$ cat src/rtl/lcd_cmd_ctrl.sv
// lcd_cmd_ctrl: memory-mapped HD44780-style character LCD command engine.
// The LSU pushes (RS, byte) pairs into a small FIFO. Each entry is then
// replayed onto the LCD pins with setup, enable-pulse and execution delays
// applied, so software only has to write commands and poll o_busy.
//
// Optional feature macro: LCD_INIT_SEQ_EN. When it is defined, the block
// waits T_PWR cycles after reset and then issues 0x38, 0x0C, 0x01, 0x06
// (RS=0) before serving the FIFO.
//
// Ports:
//   i_clk       rising-edge clock
//   i_reset     asynchronous active-low reset
//   i_wr_vld    write request from the LSU
//   i_wr_rs     0 = command, 1 = data
//   i_wr_data   byte to send
//   o_wr_rdy    FIFO not full (registered)
//   o_busy      FIFO non-empty, FSM active, or init in progress
//   o_fifo_cnt  number of FIFO entries
//   o_lcd_data  LCD data bus
//   o_lcd_rs    LCD register select
//   o_lcd_rw    LCD read/write, tied to write
//   o_lcd_en    LCD enable strobe
//   o_lcd_on    LCD power/backlight enable
module lcd_cmd_ctrl #(
  parameter int unsigned FIFO_DEPTH = 8,
  parameter int unsigned T_SETUP    = 2,
  parameter int unsigned T_EN_HI    = 12,
  parameter int unsigned T_CMD      = 2000,
  parameter int unsigned T_CLR      = 82000,
  parameter int unsigned T_PWR      = 750000
) (
  input  logic                        i_clk,
  input  logic                        i_reset,
  input  logic                        i_wr_vld,
  input  logic                        i_wr_rs,
  input  logic [7:0]                  i_wr_data,
  output logic                        o_wr_rdy,
  output logic                        o_busy,
  output logic [$clog2(FIFO_DEPTH):0] o_fifo_cnt,
  output logic [7:0]                  o_lcd_data,
  output logic                        o_lcd_rs,
  output logic                        o_lcd_rw,
  output logic                        o_lcd_en,
  output logic                        o_lcd_on
);

  localparam int unsigned PTR_W   = $clog2(FIFO_DEPTH);
  localparam int unsigned CNT_W   = PTR_W + 1;
  localparam int unsigned ENT_W   = 9;
  localparam int unsigned T_MAX_A = (T_SETUP > T_EN_HI) ? T_SETUP : T_EN_HI;
  localparam int unsigned T_MAX_B = (T_CMD > T_CLR) ? T_CMD : T_CLR;
  localparam int unsigned T_MAX_C = (T_MAX_A > T_MAX_B) ? T_MAX_A : T_MAX_B;
  localparam int unsigned T_MAX   = (T_MAX_C > T_PWR) ? T_MAX_C : T_PWR;
  localparam int unsigned TMR_W   = $clog2(T_MAX + 1);

`ifdef LCD_INIT_SEQ_EN
  typedef enum logic [2:0] {
    S_IDLE  = 3'd0,
    S_SETUP = 3'd1,
    S_PULSE = 3'd2,
    S_WAIT  = 3'd3,
    S_PWR   = 3'd4,
    S_INIT  = 3'd5
  } state_t;
`else
  typedef enum logic [2:0] {
    S_IDLE  = 3'd0,
    S_SETUP = 3'd1,
    S_PULSE = 3'd2,
    S_WAIT  = 3'd3
  } state_t;
`endif

  state_t             state;
  logic [TMR_W-1:0]   tmr;

  logic [ENT_W-1:0]   mem [FIFO_DEPTH];
  logic [PTR_W-1:0]   wr_ptr;
  logic [PTR_W-1:0]   rd_ptr;
  logic [CNT_W-1:0]   cnt_nxt_c;
  logic [ENT_W-1:0]   head_c;
  logic               push_c;
  logic               pop_c;
  logic               tmr_exp_c;
  logic               slow_c;

`ifdef LCD_INIT_SEQ_EN
  logic [2:0]         init_idx;
  logic               init_done;
  logic [7:0]         init_cmd_c;
`endif

  assign o_lcd_rw = 1'b0;

  // o_wr_rdy is the registered not-full flag, so a pop cannot free a slot
  // for a push in the same cycle.
  assign push_c    = i_wr_vld && o_wr_rdy;
  assign pop_c     = (state == S_IDLE) && (o_fifo_cnt != '0);
  assign head_c    = mem[rd_ptr];
  assign tmr_exp_c = (tmr == TMR_W'(1));

  // Clear (0x01) and home (0x02/0x03) need the long execution wait.
  assign slow_c = !o_lcd_rs && (o_lcd_data[7:2] == 6'd0) && (o_lcd_data[1:0] != 2'd0);

`ifdef LCD_INIT_SEQ_EN
  // Power-on initialization bytes: 8-bit bus/2 lines, display on, clear, entry mode.
  always_comb begin
    init_cmd_c = 8'h00;
    case (init_idx)
      3'd0:    init_cmd_c = 8'h38;
      3'd1:    init_cmd_c = 8'h0C;
      3'd2:    init_cmd_c = 8'h01;
      3'd3:    init_cmd_c = 8'h06;
      default: init_cmd_c = 8'h00;
    endcase
  end
`endif

  // Next FIFO occupancy.
  always_comb begin
    cnt_nxt_c = o_fifo_cnt;
    case ({push_c, pop_c})
      2'b10:   cnt_nxt_c = o_fifo_cnt + CNT_W'(1);
      2'b01:   cnt_nxt_c = o_fifo_cnt - CNT_W'(1);
      default: cnt_nxt_c = o_fifo_cnt;
    endcase
  end

  // FIFO storage; contents are don't-care once the pointers are reset.
  always_ff @(posedge i_clk) begin
    if (push_c) begin
      mem[wr_ptr] <= {i_wr_rs, i_wr_data};
    end
  end

  // FIFO pointers, occupancy and ready flag.
  always_ff @(posedge i_clk or negedge i_reset) begin
    if (!i_reset) begin
      wr_ptr     <= '0;
      rd_ptr     <= '0;
      o_fifo_cnt <= '0;
      o_wr_rdy   <= 1'b0;
    end else begin
      if (push_c) begin
        wr_ptr <= wr_ptr + PTR_W'(1);
      end
      if (pop_c) begin
        rd_ptr <= rd_ptr + PTR_W'(1);
      end
      o_fifo_cnt <= cnt_nxt_c;
      o_wr_rdy   <= (cnt_nxt_c != CNT_W'(FIFO_DEPTH));
    end
  end

  // LCD sequencing FSM with registered pin outputs.
  always_ff @(posedge i_clk or negedge i_reset) begin
    if (!i_reset) begin
`ifdef LCD_INIT_SEQ_EN
      state      <= S_PWR;
      tmr        <= TMR_W'(T_PWR);
      init_idx   <= 3'd0;
      init_done  <= 1'b0;
`else
      state      <= S_IDLE;
      tmr        <= '0;
`endif
      o_lcd_en   <= 1'b0;
      o_lcd_rs   <= 1'b0;
      o_lcd_data <= 8'h00;
      o_lcd_on   <= 1'b0;
      o_busy     <= 1'b0;
    end else begin
      o_lcd_on <= 1'b1;
      // Includes an accepted push so busy is visible right after the write.
      o_busy   <= push_c || (o_fifo_cnt != '0) || (state != S_IDLE);
      case (state)
        S_IDLE: begin
          if (pop_c) begin
            o_lcd_rs   <= head_c[8];
            o_lcd_data <= head_c[7:0];
            tmr        <= TMR_W'(T_SETUP);
            state      <= S_SETUP;
          end
        end
        S_SETUP: begin
          if (tmr_exp_c) begin
            o_lcd_en <= 1'b1;
            tmr      <= TMR_W'(T_EN_HI);
            state    <= S_PULSE;
          end else begin
            tmr <= tmr - TMR_W'(1);
          end
        end
        S_PULSE: begin
          if (tmr_exp_c) begin
            o_lcd_en <= 1'b0;
            tmr      <= slow_c ? TMR_W'(T_CLR) : TMR_W'(T_CMD);
            state    <= S_WAIT;
          end else begin
            tmr <= tmr - TMR_W'(1);
          end
        end
        S_WAIT: begin
          if (tmr_exp_c) begin
`ifdef LCD_INIT_SEQ_EN
            state <= init_done ? S_IDLE : S_INIT;
`else
            state <= S_IDLE;
`endif
          end else begin
            tmr <= tmr - TMR_W'(1);
          end
        end
`ifdef LCD_INIT_SEQ_EN
        S_PWR: begin
          if (tmr_exp_c) begin
            state <= S_INIT;
          end else begin
            tmr <= tmr - TMR_W'(1);
          end
        end
        S_INIT: begin
          if (init_idx == 3'd4) begin
            init_done <= 1'b1;
            state     <= S_IDLE;
          end else begin
            o_lcd_rs   <= 1'b0;
            o_lcd_data <= init_cmd_c;
            init_idx   <= init_idx + 3'd1;
            tmr        <= TMR_W'(T_SETUP);
            state      <= S_SETUP;
          end
        end
`endif
        default: begin
          o_lcd_en <= 1'b0;
          state    <= S_IDLE;
        end
      endcase
    end
  end

endmodule

$ cat config.mk
export PLATFORM = sky130hd
export DESIGN_NAME = lcd_cmd_ctrl
export DESIGN_NICKNAME = d
export VERILOG_FILES = /design/src/rtl/lcd_cmd_ctrl.sv
export SDC_FILE = /design/constraint.sdc
export NUM_CORES = 1
export LEC_CHECK = 0
export CAP_MARGIN = 10
export CORE_UTILIZATION = 50
export CTS_CLUSTER_DIAMETER = 60
export CTS_CLUSTER_SIZE = 16
export DETAILED_ROUTE_END_ITERATION = 16
export PLACE_DENSITY = 0.77
export SLEW_MARGIN = 20
export SYNTH_ARGS = -nofsm -noshare
export SYNTH_HDL_FRONTEND = slang
export SYNTH_SLANG_ARGS = --single-unit
$ cat constraint.sdc
create_clock -name i_clk -period 2.4 [get_ports i_clk]
set_input_delay 0.24 -clock i_clk [delete_from_list [all_inputs] [get_ports i_clk]]
set_output_delay 0.24 -clock i_clk [all_outputs]
set_load 0.03 [all_outputs]
---- After elaboration in Yosys (flattened, before gate mapping) ----
Memory sizes are Yosys's and may differ from the RTL's. A register that Yosys moved wholly into a read port is not among the register bits.
Cells that the tools add are included.
storage, ports and cells
  register bits ........................... 37
  RAM bits ................................ 72
  bits of input ports ..................... 12
  output and inout port bits .............. 18
  word-level logic and storage cells ...... 64
  memories ................................ 1
cells by class
  add/subtract/negate cells ............... 5
  eq/ne operators ......................... 12
  muxes and demuxes ....................... 17
  bitwise logic cells ..................... 1
  reductions and logical operators ........ 19
memories
  memory  depth  bits a word  read ports  clocked after memory_dff  write ports  RTL line  source
  mem     8      9            1           1                         1            77        logic [ENT_W-1:0] mem [FIFO_DEPTH];
operators by type and width
  cell                                                                  number
  20-bit 2-to-1 mux                                                     4
  20-bit case mux with 4 select lines                                   1
  20-bit by 1-bit == test with 1-bit output, second input constant      1
  20-bit by 1-bit subtractor with 20-bit output, second input constant  1
  17-bit 2-to-1 mux                                                     1
  3-bit 2-to-1 mux                                                      4
  3-bit case mux with 4 select lines                                    1
  2-bit inequality test, second input constant                          5
  4-bit case mux with 2 select lines                                    1
  4-bit nonzero test                                                    2
  3-bit by 1-bit adder with 3-bit output, second input constant         2
  3-bit by 2-bit == test with 1-bit output, second input constant       2
  6-bit logical NOT                                                     1
  3-bit AND reduction                                                   2
  4-bit by 1-bit adder with 4-bit output, second input constant         1
  1-bit logical AND                                                     4
  1-bit 2-to-1 mux                                                      4
  4-bit inequality test, second input constant                          1
  4-bit AND reduction                                                   1
  4-bit by 1-bit subtractor with 4-bit output, second input constant    1
  3-bit by 1-bit == test with 1-bit output, second input constant       1
  3-bit logical NOT                                                     1
  1-bit case mux with 3 select lines                                    1
  3-bit nonzero test                                                    1
  other kinds (8)                                                       10

---- Depth between registers and ports, before layout ----
Gate-level depths: netlist (run 1).
  word-level depth ........................ 6
  mapped depth ............................ 12
  depth with buffers taken out ............ 12

---- Worst setup path before layout (run 1) ----
Ideal clock, no wire load.
  kind .................................... register -> register
  from .................................... reg o_fifo_cnt[0]
  to ...................................... reg o_wr_rdy
  setup time .............................. 0.125 ns
  data arrival time ....................... 2.316 ns
  data required time ...................... 2.275 ns
  path slack .............................. -0.040 ns
  cell stages (with the launch flop) ...... 12
  path buffers ............................ 0
  cells stage by stage .................... dfrtp_1 > nor4_1 > nand2b_1 > inv_1 > ha_1 > ha_1 > a21o_1 > a21oi_1 > xnor2_1 > nor2_1 > xor2_1 > nand2_1
between the ends
  cells in the longest elaborated chain, start to end .. 5
RTL lines
  element                                                                           RTL line  source
  start, declared                                                                   39        output logic [$clog2(FIFO_DEPTH):0] o_fifo_cnt,
  start signal, assigned                                                            150       o_fifo_cnt <= cnt_nxt_c;
  4-bit nonzero test (*)                                                            98        assign pop_c = (state == S_IDLE) && (o_fifo_cnt != '0);
  1-bit logical AND (*)                                                             98
  named net pop_c                                                                   83        logic pop_c;
  2-bit by 1-bit == test with 1-bit output / 2-bit == test (equally long branches)  122       case ({push_c, pop_c})
  4-bit case mux with 2 select lines (*)                                            122
  named net cnt_nxt_c[3]                                                            80        logic [CNT_W-1:0] cnt_nxt_c;
  4-bit inequality test (*)                                                         151       o_wr_rdy <= (cnt_nxt_c != CNT_W'(FIFO_DEPTH));
  end signal, assigned                                                              151
  end, declared                                                                     37        output logic o_wr_rdy,
Mark *: on every way through the listed nets, which the timed path passes. The rest lies on a longest branch.
A chain may end at the register's enable or synchronous reset.

---- Worst setup path in the final report (run 1) ----
  from .................................... reg tmr[14]
  to ...................................... reg tmr[2]
between the ends
  cells in the longest elaborated chain, start to end .. 3
RTL lines
  element                                                                            RTL line  source
  start, declared                                                                    75        logic [TMR_W-1:0] tmr;
  start signal, assigned                                                             181       tmr <= TMR_W'(T_SETUP);
  start signal, assigned                                                             188       tmr <= TMR_W'(T_EN_HI);
  start signal, assigned                                                             191       tmr <= tmr - TMR_W'(1);
  20-bit by 1-bit == test with 1-bit output (*)                                      100       assign tmr_exp_c = (tmr == TMR_W'(1));
  20-bit 2-to-1 mux (tied with other cells)                                          195       if (tmr_exp_c) begin
  20-bit case mux with 4 select lines / 3-bit AND reduction (equally long branches)  --
Mark *: on every way between the ends. The rest lies on a longest branch, timed or not.

==> results of run 1 <==
-- where the power goes --
| part | switching, mW | leakage (nW) | internal, mW |
|---|---|---|---|
| clock | 0.916 | 0.258 | 1.27 |
| combinational | 0.448 | 1.03 | 0.380 |
| sequential | 0.168 | 1.18 | 2.41 |
| total | 1.53 | 2.47 | 4.07 |
-- cell usage after synthesis (9+ instances only) --
cell       n  share of area (%)
nand2_1   28                2.0
a21oi_1   17                1.6
dfrtp_1   45                 21
ha_1      13                3.1
inv_1     11               0.78
nor2_1    17                1.2
edfxtp_1  72                 41
o21ai_0   16                1.5
mux2i_1   10                1.9
mux4_2    18                7.7
nor3_1     9               0.86
xnor2_1    9                1.5
-- critical path, cell delays in order (launching register included) --
cell and delay [ps]:
dfrtp_1 400, or4_1 590, nor4_4 260, buf_4 190, nand2_2 120, a32oi_1 320
o21ai_1 100, a21o_1 180
-- kinds of logic (layout without fill, tap and decap cells) --
group | after synthesis | in the layout | synth area share, %
xor+xnor | 15 | 15 | 2.50
flops | 117 | 117 | 62.5
fa+ha+maj | 14 | 14 | 3.47
mux | 30 | 30 | 10.0
other cells | 2 | 2 | 0.143
simple gates | 99 | 99 | 10.6
compound gates | 67 | 67 | 8.59
buf+inv | 27 | 108 | 2.16
-- stage by stage --
step	setup TNS (ps)	setup WS [ps]	area (sq um)	utilization (%)	hold slack [ps]
6_report	0	114	6490	63.2	232
4_1_cts	0	23.4	6420	62.5	235
3_5_place_dp	0	44.6	5890	57.3	247
5_1_grt	-58.5	-36.7	6490	63.2	261
3_3_place_gp	0	121	5890	57.3	238
2_1_floorplan	0	8.73	5270	-	-55.6
-- routing by layer --
metal  global-route usage, %  vias to the layer above  routed length (um)
li1                        -                     1539                   -
met1                    25.9                     1662                4350
met2                    36.8                      100                5630
met3                    6.55                       22                 530
met4                    10.5                        0                 252
met5                       0                        -                   0
-- state kept, by name (all words and copies together), names as in the netlist --
name        flops
o_wr_rdy        1
mem            72
wr_ptr          3
state           2
o_lcd_rs        1
o_lcd_on        1
rd_ptr          3
o_busy          1
o_lcd_en        1
o_fifo_cnt      4
tmr            20
o_lcd_data      8
-- worst paths after layout --
path,startpoint,end,slack [ps],cells past startpoint
max,tmr[14],tmr[2],110,7
min,i_reset,o_lcd_en,230,2
max reg2reg,tmr[14],tmr[2],110,7
min reg2reg,o_lcd_data[3],o_lcd_data[3],500,2
max in group asynchronous,i_reset,tmr[14],1470,3
min in group i_clk,i_wr_vld,wr_ptr[2],390,3
-- what timing repair did --
item,4_1_cts,5_1_grt
hold buffers,1,0
setup endpoints to repair,0,12
hold endpoints to repair,22,0
setup buffers,0,5
gates resized for setup,0,8
-- layout make-up --
type / instances / area [sq um]
tap: 136 / 170
fill: 771 / 3780
clock inverter: 14 / 101
timing repair buffer: 65 / 556
clock buffer: 18 / 418
sequential: 117 / 3290
multi-input combinational: 227 / 1920
inverter: 11 / 41.3
==> metrics.cfg, run 1 <==
[timing]
report.final.setup_viol = 0
fin_crit_ps = 2290
timing.final.hold_violations = 0
fmax_ghz = 0.438
timing_worst_slew_pin_value_ps = 619
post-route-period-util_pct = 95.2
relSlewSlack_pct = 58.8
worst_clock_skew_ps = 8.17
drv_slew = 0

[routing]
detail_route.drc_violations = 0
postRouteWirelength_mm = 10.8
initialDrtViolationCount = 190
post_drt_via_cell_ratio = 5.65
final_antenna_net_count = 0
drt_pass1_iterations = 4
total_via_count_after_detailed_routing = 3323
routed_length_per_placed_instance_um = 18.3

[global_route]
globalRouteTotalUtil_pct = 22.0
grt.overflow.total = 0
first_global_vias = 3454
first_pass_grt_wire_length_mm = 17.7
grt_start_max_net_pins = 24
antenna_violations_before_repair = 0

[clock_tree]
clock_tree.root_cell = clkbuf_8
clock_insertion_delay_worst_skew_ps = 520
clock_input_transition_at_the_sequential_cells_of_the_worst_setup_and_hold_paths_ps = 60
tritoncts_clock_tree = done
max-clock-path-buffers = 2
cts.htree.levels = 4
cts.sink_count = 117
numCtsBuffers = 17

[run_status]
run_status = finished, final reports clean

[power_and_ir_drop]
power_per_cell_area_nw_per_um2 = 863
totalPowerFinal_mw = 5.60
vdd_drop_max_mv = 0.599
p_leak_nw = 2.47

[synth]
syn_avg_cell_area_sq_um = 14.2
yosys_most_used_dff = edfxtp_1
postSynth.asyncResetShare_pct = 38.5
netlist_area_sq_um = 5260
seq_area_frac_synth_pct = 62.5
yosysWarnings = 0
synth-edff-count = 72
netlist_instances = 371
postSynthNetCount = 397
count_of_state_elements_after_synthesis = 117
post_synth_num_cell_types = 56

[setup_path]
critical_path.endpoint_type = flip-flop
crit_path_max_fanout = 9
worst_path_arrival_ps = 2690
setup.worst_path.class = flip-flop to flip-flop
worst_setup_path_start_kind = flip-flop
critPathRequiredTime_ps = 2810

[die]
die-height_um = 105
core_area_sq_um = 10300
floorplan.die.width_um = 105
floorplan.rows = 37
num_io_pins = 30
initial_utilization_pct = 51.2
die-area_sq_um = 10900

[placed_design]
place.gp.congestion = 0.859
dpl.hpwl_mm = 6.95
port_buffer_cells = 28
placed_cells = 550

[finish]
layout.cells.most_common = edfxtp_1
post_route_cells_drive_above_1_share_pct = 24.3
num_antenna_cells = 0
fin_nets = 465
areaGrowthSynthToFinish_pct = 23.4
most-common-layout-cells = edfxtp_1, dfrtp_1, buf_4
stdcell_count = 588

[job]
timing.max_cap.violations = 0

[hold_path]
worst_min_delay_path_class = input pin to asynchronous set/reset pin

Note: power is estimated with default switching activity, not from simulation.
==> run 2, diff against run 1 <==
--- a/config.mk
+++ b/config.mk
@@ -13,2 +13,3 @@
 export PLACE_DENSITY = 0.77
+export RECOVER_POWER = 100
 export SLEW_MARGIN = 20
--- a/constraint.sdc
+++ b/constraint.sdc
@@ -3,2 +3,2 @@
 set_output_delay 0.24 -clock i_clk [all_outputs]
-set_load 0.03 [all_outputs]
+set_load 0.01 [all_outputs]
==> run 2 against run 1 <==
Effect of this change:
- clock power up 17%
- die area stayed put
- via count is 2.8% lower
- maximum frequency shrank 1.1%
- critical endpoint is now tmr[9]
- worst hold slack better by 240 ps
- critical path depth increased by 1
- wire length down 0.85%
- sequential cell count unchanged
- clock skew up 1.9 ps
==> metrics.cfg, run 2 (same netlist as run 1, synthesis figures left out) <==
[finish]
post_route_cells_drive_above_1_share_pct = 22.6
fin_nets = 465
most-common-layout-cells = edfxtp_1, dfrtp_1, nand2_1
largestRegisters = mem: 72 flops, tmr: 20 flops, o_lcd_data: 8 flops
layout.cells.most_common = edfxtp_1
number_of_flip_flops_under_the_largest_register_name = 72
stdcell_count = 588
num_antenna_cells = 0
areaGrowthSynthToFinish_pct = 24.3
largest_register = mem
fillers = 764

[power_and_ir_drop]
power_per_cell_area_nw_per_um2 = 890
totalPowerFinal_mw = 5.82
vdd_drop_max_mv = 0.854
p_leak_nw = 2.47

[global_route]
grt.overflow.total = 0
first_global_vias = 3393
first_pass_grt_wire_length_mm = 17.9
grt_start_max_net_pins = 25
globalRouteTotalUtil_pct = 22.0
antenna_violations_before_repair = 0

[setup_path]
stage_delay_of_the_slowest_cell_on_the_critical_path_ps = 570
worstRegToRegCells = 8
worst_path_arrival_ps = 2720
regToRegEndpoint = tmr[9]
worst_setup_path_startpoint = tmr[12]
timing.reg2reg.setup_slack_ps = 90
critical_path.slowest_cell = or4_4
rr_startpoint = tmr[12]
critical_path.endpoint_type = flip-flop
most_used_cell_along_the_critical_path = buf_4
crit_path_max_fanout = 6
timing.critical_path.cells = or4_4 > nor4_4 > buf_4 > buf_4 > nand4b_1 > o31ai_2 > a21oi_1 > a311oi_1
setup.worst_path.class = flip-flop to flip-flop
critPathRequiredTime_ps = 2810
worst_setup_path_endpoint = tmr[9]
worst_setup_path_start_kind = flip-flop

[die]
initial_utilization_pct = 51.2
die-area_sq_um = 10900
floorplan.rows = 37
die-height_um = 105
core_area_sq_um = 10300
floorplan.die.width_um = 105
num_io_pins = 30

[clock_tree]
tritoncts_clock_tree = done
clock_input_transition_at_the_sequential_cells_of_the_worst_setup_and_hold_paths_ps = 60
numCtsBuffers = 17
clock_tree.root_cell = clkbuf_8
cts.htree.levels = 4
max-clock-path-buffers = 2
clock_insertion_delay_worst_skew_ps = 510
cts.sink_count = 117

[timing]
timing_worst_slew_pin_value_ps = 1290
fmax_ghz = 0.433
timing.final.hold_violations = 0
worst_clock_skew_ps = 10.0
relSlewSlack_pct = 13.7
post-route-period-util_pct = 96.3
fin_crit_ps = 2310
drv_slew = 0
report.final.setup_viol = 0

[routing]
routed_length_per_placed_instance_um = 18.2
postRouteWirelength_mm = 10.7
drt_pass1_iterations = 4
initialDrtViolationCount = 212
post_drt_via_cell_ratio = 5.49
final_antenna_net_count = 0
total_via_count_after_detailed_routing = 3231
detail_route.drc_violations = 0

[placed_design]
port_buffer_cells = 28
place.gp.congestion = 0.850
dpl.hpwl_mm = 6.94
placed_cells = 550

[hold_path]
worst_min_delay_path_class = input pin to flip-flop

[run_status]
run_status = finished, final reports clean

[job]
timing.max_cap.violations = 0

[run 2: changes by cell type in the layout (fill, tap and decap cells not counted), moves of 3 or more]
cell	previous run	this run
clkbuf_1	1	11
clkdlybuf4s50_1	27	1
bufinv_16	0	3
buf_4	36	23
dlygate4sd3_1	1	27
[run 2: where the power goes]
part           leakage, nW  internal (mW)  switching (mW)  total [mW]
clock network        0.301           1.61           0.955        2.56
logic                0.994          0.314           0.381       0.695
registers             1.18           2.42           0.143        2.56
total                 2.47           4.34            1.48        5.82
[run 2: what timing repair did]
item                                    in CTS  in global routing
pin swaps                                    0                 10
hold endpoints to repair                    22                  0
setup buffers                                1                  4
hold buffers                                 1                  0
gates resized for setup                      1                 11
endpoints found under the setup margin       1                 18
[run 2: worst min-delay path by stage]
stage          startpoint   endpoint  slack (ps)  depth (start not counted)
4_1_cts           i_reset   state[0]         250                          2
2_1_floorplan     i_reset     o_busy         -60                          0
3_3_place_gp      i_reset     tmr[1]         250                          1
6_report         i_wr_vld  wr_ptr[2]         470                          3
3_5_place_dp      i_reset     tmr[0]         250                          1
5_1_grt          i_wr_vld  wr_ptr[2]         480                          3
[run 2: layout make-up]
cell class,instances,area [sq um],share of cell area (%)
inverter,11,41.3,0.632
multi-input combinational,227,1920,29.3
clock inverter,15,193,2.95
sequential,117,3290,50.3
clock buffer,17,414,6.33
tap,136,170,2.60
timing repair buffer,65,514,7.87
[run 2: per-stage QoR]
stage / setup slack, ps / setup TNS [ps] / util, % / cell area [sq um] / hold WS (ps)
6_report: 88.7 / 0 / 63.6 / 6540 / 471
4_1_cts: 8.89 / 0 / 63.4 / 6520 / 250
3_3_place_gp: 124 / 0 / 57.3 / 5880 / 251
5_1_grt: -4.05 / -4.05 / 63.6 / 6540 / 477
3_5_place_dp: -28.3 / -28.3 / 57.3 / 5880 / 254
2_1_floorplan: 63.1 / 0 / - / 5260 / -55.6
[run 2: critical path, delay by kind of cell (launching register included)]
kind | cells | cell delay, ps
buffers and inverters | 2 | 300
DFF | 1 | 380
AOI/OAI and AO/OA | 3 | 470
and+or+nand+nor | 3 | 1060
[run 2: metal layers]
layer / vias to the layer above / global-route usage, % / wire length (um)
met1: 1599 / 28.5 / 4610
met4: 0 / 8.88 / 157
met3: 16 / 6.86 / 490
met2: 83 / 34.5 / 5420
met5: - / 0 / 0
li1: 1533 / - / -
